<file path="config.mk">
export PLATFORM = sky130hd
export DESIGN_NAME = disk_dma_controller
export DESIGN_NICKNAME = d
export VERILOG_FILES = /design/src/rtl/disk_dma_controller.sv
export SDC_FILE = /design/constraint.sdc
export NUM_CORES = 1
export LEC_CHECK = 0
export ABC_AREA = 0
export CAP_MARGIN = 10
export CORE_AREA = 2 2 126 128
export DETAILED_ROUTE_END_ITERATION = 8
export DIE_AREA = 0 0 128 130
export DONT_BUFFER_PORTS = 1
export HOLD_SLACK_MARGIN = 0.03
export PLACE_DENSITY = 0.55
export SYNTH_ARGS = -nofsm -noshare
export SYNTH_HDL_FRONTEND = slang
export SYNTH_SLANG_ARGS = --single-unit
</file>
<file path="constraint.sdc">
create_clock -name clock -period 4.85 [get_ports clock]
set_input_delay 0.97 -clock clock [delete_from_list [all_inputs] [get_ports clock]]
set_output_delay 0.97 -clock clock [all_outputs]
set_load 0.01 [all_outputs]
</file>
<file path="src/rtl/disk_dma_controller.sv">
// disk_dma_controller
//
// Block-copy engine between the hard-disk word store and main data memory.
// The CPU side loads the operands and pulses start. The engine then copies
// one word every two cycles: a READ cycle presents the source address, and a
// WRITE cycle forwards the returned word to the destination with one strobe.
// done pulses for one cycle at the end. Both the disk and the memory register
// their address, so read data arrives the cycle after the address is shown.
//
// Optional feature (macro DISK_DMA_CHECKSUM_EN):
//   defined   - checksum accumulates every transferred word modulo
//               2**DATA_WIDTH. It clears on each accepted start and holds its
//               final value from the DONE cycle until the next start.
//   undefined - checksum is tied to 0 and no adder is built.
//
// Ports:
//   clock       rising-edge clock shared with the disk and memory
//   reset       asynchronous, active-low reset
//   start       one-cycle transfer request, honoured only when idle
//   dir         0 = disk->memory (load), 1 = memory->disk (store)
//   disk_base   first disk word index (low ADDR_WIDTH bits used)
//   mem_base    first memory word index (low ADDR_WIDTH bits used)
//   word_count  words to move (low ADDR_WIDTH+1 bits, clamped to 2**ADDR_WIDTH)
//   hd_addr     disk address          hd_wdata  disk write data
//   hd_write    disk write strobe     hd_rdata  disk read data (1-cycle latency)
//   mem_addr    memory address        mem_wdata memory write data
//   mem_write   memory write strobe   mem_rdata memory read data (1-cycle latency)
//   busy        high from the cycle after an accepted start through DONE
//   done        one-cycle completion pulse
//   checksum    running sum of transferred words (see optional feature)

module disk_dma_controller #(
  parameter int DATA_WIDTH = 32,
  parameter int ADDR_WIDTH = 14
) (
  input  logic                  clock,
  input  logic                  reset,
  input  logic                  start,
  input  logic                  dir,
  input  logic [DATA_WIDTH-1:0] disk_base,
  input  logic [DATA_WIDTH-1:0] mem_base,
  input  logic [DATA_WIDTH-1:0] word_count,
  output logic [DATA_WIDTH-1:0] hd_addr,
  output logic [DATA_WIDTH-1:0] hd_wdata,
  output logic                  hd_write,
  input  logic [DATA_WIDTH-1:0] hd_rdata,
  output logic [DATA_WIDTH-1:0] mem_addr,
  output logic [DATA_WIDTH-1:0] mem_wdata,
  output logic                  mem_write,
  input  logic [DATA_WIDTH-1:0] mem_rdata,
  output logic                  busy,
  output logic                  done,
  output logic [DATA_WIDTH-1:0] checksum
);

  localparam int CNT_W = ADDR_WIDTH + 1;
  // Largest transfer: the whole address space, exactly once.
  localparam logic [CNT_W-1:0] MAX_CNT = CNT_W'(1) << ADDR_WIDTH;

  typedef enum logic [1:0] {
    IDLE  = 2'd0,
    READ  = 2'd1,
    WRITE = 2'd2,
    DONE  = 2'd3
  } state_t;

  state_t                state;
  logic                  dir_q;
  logic [ADDR_WIDTH-1:0] src;
  logic [ADDR_WIDTH-1:0] dst;
  logic [CNT_W-1:0]      remaining;

  logic [ADDR_WIDTH-1:0] src_next;
  logic [ADDR_WIDTH-1:0] dst_next;
  logic [ADDR_WIDTH-1:0] disk_base_a;
  logic [ADDR_WIDTH-1:0] mem_base_a;
  logic [CNT_W-1:0]      count_in;

  // Counts above the address space would revisit words; cap at one full pass.
  function automatic logic [CNT_W-1:0] clamp_count(input logic [CNT_W-1:0] raw);
    return (raw > MAX_CNT) ? MAX_CNT : raw;
  endfunction

  // Addresses are ADDR_WIDTH wide internally; the upper output bits stay 0.
  function automatic logic [DATA_WIDTH-1:0] widen(input logic [ADDR_WIDTH-1:0] a);
    return {{(DATA_WIDTH-ADDR_WIDTH){1'b0}}, a};
  endfunction

  assign disk_base_a = disk_base[ADDR_WIDTH-1:0];
  assign mem_base_a  = mem_base[ADDR_WIDTH-1:0];
  assign count_in    = clamp_count(word_count[CNT_W-1:0]);
  assign src_next    = src + ADDR_WIDTH'(1);
  assign dst_next    = dst + ADDR_WIDTH'(1);

  // High operand bits carry no meaning for this engine.
  logic unused_bits;
  assign unused_bits = ^{disk_base[DATA_WIDTH-1:ADDR_WIDTH],
                         mem_base[DATA_WIDTH-1:ADDR_WIDTH],
                         word_count[DATA_WIDTH-1:CNT_W]};

  // The only combinational outputs: the returned source word goes straight
  // to the destination while its strobe is up, and reads as 0 otherwise.
  assign hd_wdata  = hd_write  ? mem_rdata : '0;
  assign mem_wdata = mem_write ? hd_rdata  : '0;

  // Control FSM. Every output is registered, so start never reaches an
  // output combinationally; each address is loaded on the edge entering the
  // cycle that needs it and otherwise holds its last value.
  always_ff @(posedge clock or negedge reset) begin
    if (!reset) begin
      state     <= IDLE;
      dir_q     <= 1'b0;
      src       <= '0;
      dst       <= '0;
      remaining <= '0;
      hd_addr   <= '0;
      mem_addr  <= '0;
      hd_write  <= 1'b0;
      mem_write <= 1'b0;
      busy      <= 1'b0;
      done      <= 1'b0;
    end else begin
      case (state)
        IDLE: begin
          if (start) begin
            dir_q     <= dir;
            src       <= dir ? mem_base_a : disk_base_a;
            dst       <= dir ? disk_base_a : mem_base_a;
            remaining <= count_in;
            busy      <= 1'b1;
            if (count_in != '0) begin
              state <= READ;
              if (dir) mem_addr <= widen(mem_base_a);
              else     hd_addr  <= widen(disk_base_a);
            end else begin
              state <= DONE;
              done  <= 1'b1;
            end
          end
        end

        READ: begin
          // Source word returns next cycle; set up destination and strobe.
          state <= WRITE;
          if (dir_q) begin
            hd_addr  <= widen(dst);
            hd_write <= 1'b1;
          end else begin
            mem_addr  <= widen(dst);
            mem_write <= 1'b1;
          end
        end

        WRITE: begin
          hd_write  <= 1'b0;
          mem_write <= 1'b0;
          src       <= src_next;
          dst       <= dst_next;
          remaining <= remaining - CNT_W'(1);
          if (remaining == CNT_W'(1)) begin
            state <= DONE;
            done  <= 1'b1;
          end else begin
            state <= READ;
            if (dir_q) mem_addr <= widen(src_next);
            else       hd_addr  <= widen(src_next);
          end
        end

        DONE: begin
          state <= IDLE;
          done  <= 1'b0;
          busy  <= 1'b0;
        end

        default: begin
          state <= IDLE;
        end
      endcase
    end
  end

`ifdef DISK_DMA_CHECKSUM_EN
  logic [DATA_WIDTH-1:0] sum;

  // Accumulate the word actually forwarded in each WRITE cycle.
  always_ff @(posedge clock or negedge reset) begin
    if (!reset) begin
      sum <= '0;
    end else if (state == IDLE && start) begin
      sum <= '0;
    end else if (state == WRITE) begin
      sum <= sum + (dir_q ? mem_rdata : hd_rdata);
    end
  end

  assign checksum = sum;
`else
  assign checksum = '0;
`endif

endmodule

</file>
## Word level (Yosys, flattened, before mapping)

Cells that the tools add are included.

| cells by class | value |
|---|---|
| add/sub/neg operators | 3 |
| $lt $le $gt $ge | 1 |
| eq/ne operators | 15 |
| muxes and demuxes | 39 |
| reductions and logical operators | 15 |

Operators with widths:

| operator | count |
|---|---|
| $mux 32 | 14 |
| $pmux 32 s3 | 2 |
| $mux 14 | 4 |
| $pmux 14 s2 | 2 |
| $mux 15 | 2 |
| $pmux 15 s2 | 1 |
| $add 14x1->14 const B | 2 |
| $ne 2x2->1 const B | 11 |
| $eq 15x1->1 const B | 1 |
| $gt 15x15->1 const B | 1 |
| $reduce_bool 15->1 | 1 |
| $sub 15x1->15 const B | 1 |
| $reduce_and 7->1 | 2 |
| $reduce_and 2->1 | 5 |
| $pmux 2 s4 | 1 |
| $mux 1 | 6 |
| $mux 2 | 3 |
| $pmux 1 s2 | 3 |
| $reduce_bool 2->1 | 3 |
| $reduce_bool 3->1 | 2 |
| $eq 2x2->1 const B | 2 |
| $reduce_and 4->1 | 1 |
| $pmux 1 s3 | 1 |
| $eq 2x1->1 const B | 1 |
| $logic_not 2->1 | 1 |

| storage, ports and cells | value |
|---|---|
| flip-flop bits (word level) | 114 |
| input bits | 164 |

## Longest topological paths before layout

Gate-level depths: netlist of the first run.

| logic depth | value |
|---|---|
| word-level depth | 6 |
| depth in mapped cells | 9 |
| gate-level depth less buffers | 7 |

## Worst setup path before layout of the first run

Ideal clock, no wire load.

| timing | value |
|---|---|
| path kind | in2reg |
| start | in word_count[9] |
| end | reg hd_addr[10] |
| data arrival time | 2.349 ns |
| required time | 4.725 ns |
| path slack | 2.376 ns |
| stages on the path | 6 |
| path through | nor4_1 nand4_1 a21oi_1 nor3_4 buf_12 mux2_4 |

| on the way | value |
|---|---|
| cells in the longest elaborated chain, start to end | 5 |

Ends and longest elaborated chain:

| element | line | RTL |
|---|---|---|
| start, declared | 42 | `input logic [DATA_WIDTH-1:0] word_count,` |
| $gt 15x15->1 | 81 | `return (raw > MAX_CNT) ? MAX_CNT : raw;` |
| $mux 15 (*) | 81 |  |
| $reduce_bool 15->1 (*) | 131 | `if (count_in != '0) begin` |
| $ne 2x2->1 (no source line) (*) | -- |  |
| $reduce_and 7->1 (no source line) (*) | -- |  |
| end signal, assigned | 134 | `else hd_addr <= widen(disk_base_a);` |
| end signal, assigned | 146 | `hd_addr <= widen(dst);` |
| end signal, assigned | 166 | `else hd_addr <= widen(src_next);` |
| end, declared | 43 | `output logic [DATA_WIDTH-1:0] hd_addr,` |

Every way passes the cells marked *; elsewhere a longest branch is shown, timed or not.
A chain may end at the register's enable or synchronous reset.

## Worst setup path in the final report of the first run

| timing | value |
|---|---|
| start | reg state[1] |
| end | reg hd_addr[7] |

| on the way | value |
|---|---|
| cells in the longest elaborated chain, start to end | 3 |
| elaborated cells between the ends (all ways) | 12 |
| those cells by class | 8 x eq/ne; 1 x mux; 3 x reduce/logical |

Ends and longest elaborated chain:

| element | line | RTL |
|---|---|---|
| start, declared | 67 | `state_t state;` |
| start signal, assigned | 111 | `state <= IDLE;` |
| start signal, assigned | 132 | `state <= READ;` |
| start signal, assigned | 136 | `state <= DONE;` |
| $eq 2x2->1 (tied with other cells) | 123 | `case (state)` |
| $ne 2x2->1 (no source line) or $reduce_bool 3->1 (tied branches) | -- |  |
| $reduce_and 7->1 (no source line) | -- |  |

Parallel ways exist; a longest one is shown, timed or not.

==> qor.csv, run 1 <==
metric,value,unit
cts_inserted_buffers,9,
synth.distinct_cells,59,
fin_util,41.63,%
remaining_drc_errors,0,
final_common_cell,dfrtp_1,
slew_viol_final,0,
syn_area_per_cell,8.399,µm²
hold_buffers,0,
synthesis.area,6282,µm²
rsz0062_at_grt,no,
cts_num_sinks,78,
dp_hpwl,14.60,mm
fin_cells,907,
vias,5212,
tns,0,ns
cts_resized,0,
powerDensity,773.3,nW/µm²
ios,328,
clock_skew,0.01642,ns
fmax,0.3413,GHz
coreArea,15420,µm²
synthToLayoutAreaGrowth,2.211,%
grt_pass1_wl,29.41,mm
grt_overflow,0,
slew_headroom,32.97,%
fin_crit_sh,60.41,%
tightest_slew,1.002,ns
routedWlPerCell,21.60,µm
cap_violations,0,
cts_setup_buffers,0,
antenna_cells,0,
insertion_delay,0.36,ns
syn_inst,748,
die_y,130,µm
dieArea,16640,µm²
cp.arrival,3.16,ns
synth.area.top_cells,"dfrtp_1 31%, buf_4 8.1%, and2_1 7.0%",
start_util,40.73,%
yosysTopAreaCell,dfrtp_1,
cp-end-kind,register,
cts-root-buf,clkbuf_16,
hold_class,in -> async,
portBuffers,0,
num-nets-final,884,
placed_area,6073,µm²
ys_seq_elements,78,
synthArstFlopShare,100.0,%
chipWidth,128,µm
place_congestion,0.8710,
ys_warn_count,0,
drive_gt1_share,9.930,%
r2r-start,state[1],
critPathLaunch,state[1],
seq_area_frac_synth,31.07,%
drt-total-wl,19.59,mm
ir_drop,0.2791,mV
setup.worst_path.start_class,register,
final_cell_mix,"78 x dfrtp_1, 70 x and2_1, 68 x conb_1",
rows,46,
setup_viol,0,
synth-edff-count,0,
grt_usage,23.44,%
crit_required,5.08,ns
cts_tree,done,
cts_max_path_buffers,2,
total_leakage_power,2.849,nW
dp.cells,891,
h-tree-depth,3,
period_needed,2.930,ns
synth_top_area_share,31.07,%
synth_top_flop_cell,dfrtp_1,
drt.antenna.violating_nets,0,
first_pass_iters,7,
antenna_found_initial,0,
crit_fanout,21,
viasPerCell,5.746,
grt_pass1_vias,4819,
status,"finished, final reports clean",
path_class,reg -> reg,
drtIter0Drc,521,
hold_viol,0,
finalInstanceArea,6421,µm²
path_clk_slew,0.07,ns
grt_max_degree,79,
Yosys cell counts, types with 3 or more instances:
cell type	instances
a211oi_1	4
a21boi_0	4
a21oi_1	47
a221o_1	5
a22oi_1	3
a31oi_1	4
and2_1	70
and3_1	12
and4_1	4
buf_1	5
buf_2	6
buf_4	68
clkbuf_1	41
dfrtp_1	78
ha_1	10
inv_1	18
mux2_2	26
mux2_4	12
mux2i_1	40
nand2_1	55
nand2b_1	8
nand3_1	28
nand3b_1	4
nand4_1	12
nor2_1	48
nor2b_1	8
nor3_1	10
nor3b_1	4
nor4_1	6
o21ai_0	40
o22ai_1	30
o31ai_1	3
or4_4	3
sequential cells by signal (all words and copies together), names as in the netlist:
name       cells
remaining     15
src           14
done           1
mem_write      1
dir_q          1
dst           14
state          2
mem_addr      14
hd_addr       14
busy           1
hd_write       1
worst paths after layout:
path,end,slack [ns],cells after the start
setup / recovery,hd_addr[7],1.92,7
hold / removal,src[10],0.31,0
setup reg to reg,hd_addr[7],1.92,7
hold reg to reg,dst[1],0.55,2
max in group asynchronous,hd_addr[3],4.37,0
min in group clock,dst[1],0.55,2
kinds of logic (layout without fill, tap and decap cells):
group | count (synthesis) | count (layout) | share of synthesized area [%]
and+or+nand+nor | 281 | 281 | 24.48
AOI/OAI and AO/OA | 155 | 155 | 14.92
buffers and inverters | 142 | 42 | 13.16
muxes | 78 | 78 | 13.90
DFF | 78 | 78 | 31.07
adders and majority gates | 10 | 10 | 1.992
xor gates and xnor gates | 3 | 3 | 0.4183
other | 1 | 68 | 0.05969
worst max-delay path: stages (launching register included):
cell     delay, ns
dfrtp_1       0.43
inv_1         0.11
ha_1          0.52
nor2b_1       0.31
nor2_1        0.09
nand3_1       0.13
nor3_4        0.77
mux2_2        0.42
area by class of cell:
cell class	instances	area [µm²]
clock buffer	10	239.0
clock inverter	6	108.9
fill	1528	9004
inverter	19	71.32
multi-input combinational	595	3757
sequential	78	1952
tap	192	240.2
timing repair buffer	7	52.55
report_power, final:
| part | internal (mW) | switching [mW] |
|---|---|---|
| Combinational | 1.09 | 1.56 |
| Sequential | 0.991 | 0.518 |
| Clock | 0.516 | 0.292 |
metrics by stage:
stage | setup slack (ns) | hold WS [ns] | total power [mW]
final | 1.920 | 0.3091 | 4.965
after global routing | 1.705 | 0.2961 | 5.361
after CTS | 1.913 | 0.2974 | 4.976
after detailed placement | 1.942 | 0.5283 | 4.152
after global placement | 1.992 | 0.5120 | 4.073
after floorplan | 2.376 | 0.4906 | 3.570
routing by layer:
metal  up-vias  share of wire (%)  global-route usage [%]
met3        12                9.6                   8.528
met2       248                 47                   38.09
met5         -                  0                       0
met1      2528                 42                   30.24
met4         0               0.85                   4.848
li1       2424                  -                       -
Power figures use the tool's default switching activity.
==> run 2, diff against run 1 <==
PLACE_DENSITY = 0.57   (was 0.55)
clock period = 2.4 ns   (was 4.85 ns; I/O delays follow)
==> run 2 against run 1 <==
  * Register-to-register slack worse by 1.7 ns
  * Utilization is 1.4 points higher
  * Critical path type unchanged
  * Critical endpoint is now hd_addr[5]
  * Clock skew decreased by 0.0059 ns
==> qor.csv, run 2 (synthesized netlist as in run 1, its figures left out) <==
metric,value,unit,change
powerDensity,1547,nW/µm²,+100%
total_leakage_power,2.982,nW,+4.7%
rows,46,,unchanged
setup_viol,0,,unchanged
vias,5388,,+3.4%
clock_skew,0.01054,ns,-0.005879 ns
grt_max_degree,79,,unchanged
fin_crit_sh,91.14,%,+31 points
grt_pass1_vias,4948,,+2.7%
ir_drop,0.5685,mV,+100%
place_congestion,0.9376,,+7.6%
viasPerCell,5.744,,about the same
crit_required,2.68,ns,-2.40 ns
first_pass_iters,5,,-2
fin_cells,938,,+3.4%
cp.arrival,2.47,ns,-0.69 ns
multi_input_area,3760,µm²,about the same
path_clk_slew,0.06,ns,about the same
crit_fanout,22,,+4.8%
final_common_cell,dfrtp_1,,
r2r_cells,8,,+1
die_y,130,µm,unchanged
status,"finished, final reports clean",,
slew_headroom,60.55,%,+28 points
insertion_delay,0.35,ns,about the same
drive_gt1_share,13.44,%,+3.5 points
cts_num_sinks,78,,unchanged
total_power,10.28,mW,+110%
rsz0062_at_grt,no,,
routedWlPerCell,21.59,µm,about the same
tightest_slew,0.5917,ns,-0.4106 ns
critPathTopFamily,buffers and inverters,,
cts_inserted_buffers,9,,unchanged
grt_overflow,0,,unchanged
dieArea,16640,µm²,unchanged
crit_buf_inv,2,,+1
grt_pass1_wl,29.68,mm,+0.89%
cts_max_path_buffers,2,,unchanged
cts-root-buf,clkbuf_16,,
cap_violations,0,,unchanged
antenna_found_initial,7,,+7
fmax,0.4572,GHz,+34%
fillers,1508,,-1.3%
setup.worst_path.start_class,register,,
dp_hpwl,15.48,mm,+6.0%
hold_class,in -> async,,
cts_tree,done,,
remaining_drc_errors,0,,unchanged
chipWidth,128,µm,unchanged
ios,328,,unchanged
dp.cells,917,,+2.9%
crit_chain,inv_1 -> ha_2 -> buf_4 -> nand2_1 -> a31o_2 -> o2111a_1 -> nor2_1 -> mux2_2,,
period_needed,2.187,ns,-0.7424 ns
path_class,reg -> reg,,
h-tree-depth,3,,unchanged
num-nets-final,913,,+3.3%
coreArea,15420,µm²,unchanged
reg2reg_slack,0.21,ns,-1.71 ns
portBuffers,0,,unchanged
cp-end-kind,register,,
drtIter0Drc,427,,-18%
max_stage_delay,0.43,ns,-0.34 ns
final_cell_mix,"78 x dfrtp_1, 70 x and2_1, 68 x conb_1",,
r2r-start,state[0],,
seq_area,1952,µm²,unchanged
drt.antenna.violating_nets,0,,unchanged
r2r_end,hd_addr[5],,
hold_viol,0,,unchanged
grt_usage,23.81,%,+0.36 points
largest_register_ffs,15,,unchanged
largest-register,remaining,,
start_util,40.73,%,unchanged
drt-total-wl,20.26,mm,+3.4%
synthToLayoutAreaGrowth,5.756,%,
crit_slowest_cell,dfrtp_1,,
slew_viol_final,0,,unchanged
[run 2: cell type report]
cell class                      count  share of cell area, %
Multi-Input combinational cell    595                  56.59
Sequential cell                    78                  29.38
Timing Repair Buffer               36                  4.934
Clock buffer                       13                  4.068
Tap cell                          192                  3.616
Inverter                           19                  1.073
Clock inverter                      3                 0.2637
Antenna cell                        2                0.07533
[run 2: worst max path at each step]
stage | start | to | slack (ns) | cells after the start
after CTS | state[0] | remaining[6] | 0.17 | 7
after floorplan | state[0] | dst[11] | 0.30 | 9
after global routing | state[0] | mem_addr[7] | 0.03 | 8
after global placement | remaining[1] | hd_addr[6] | -0.05 | 6
final | state[0] | hd_addr[5] | 0.21 | 8
after detailed placement | remaining[1] | hd_addr[2] | -0.10 | 6
[run 2: report_power, final]
group | switching (mW) | internal (mW) | total (mW) | leakage (nW)
sequential | 0.912 | 2.01 | 2.92 | 0.910
clock | 0.557 | 0.782 | 1.34 | 0.142
combinational | 3.41 | 2.61 | 6.02 | 1.93
total | 4.88 | 5.40 | 10.3 | 2.98
[run 2: metrics by stage]
step / utilization (%) / worst slack (ns) / setup TNS, ns / hold WS (ns) / area (µm²)
after floorplan: - / 0.3036 / 0 / 0.1844 / 6534
after global placement: 40.80 / -0.04875 / -0.1925 / 0.1863 / 6294
after detailed placement: 40.80 / -0.1048 / -0.5916 / 0.1860 / 6294
after CTS: 43.02 / 0.1683 / 0 / 0.04590 / 6636
after global routing: 43.07 / 0.02783 / 0 / 0.04393 / 6644
final: 43.07 / 0.2126 / 0 / 0.02307 / 6644
[run 2: what timing repair did]
action	CTS	global route
hold endpoints to repair	78	0
resized for setup	0	1
pin swaps	1	0
setup buffers	2	0
hold buffers	1	0
endpoints found under the setup margin	10	1
[run 2: metal layers]
metal / part of all wire (%) / routed length [µm] / global-route usage [%] / up-vias
li1: - / - / - / 2484
met1: 41 / 8349 / 29.32 / 2593
met5: 0.30 / 61 / 0 / -
met3: 9.4 / 1903 / 9.266 / 34
met2: 47 / 9430 / 38.38 / 267
met4: 2.5 / 511 / 8.145 / 10
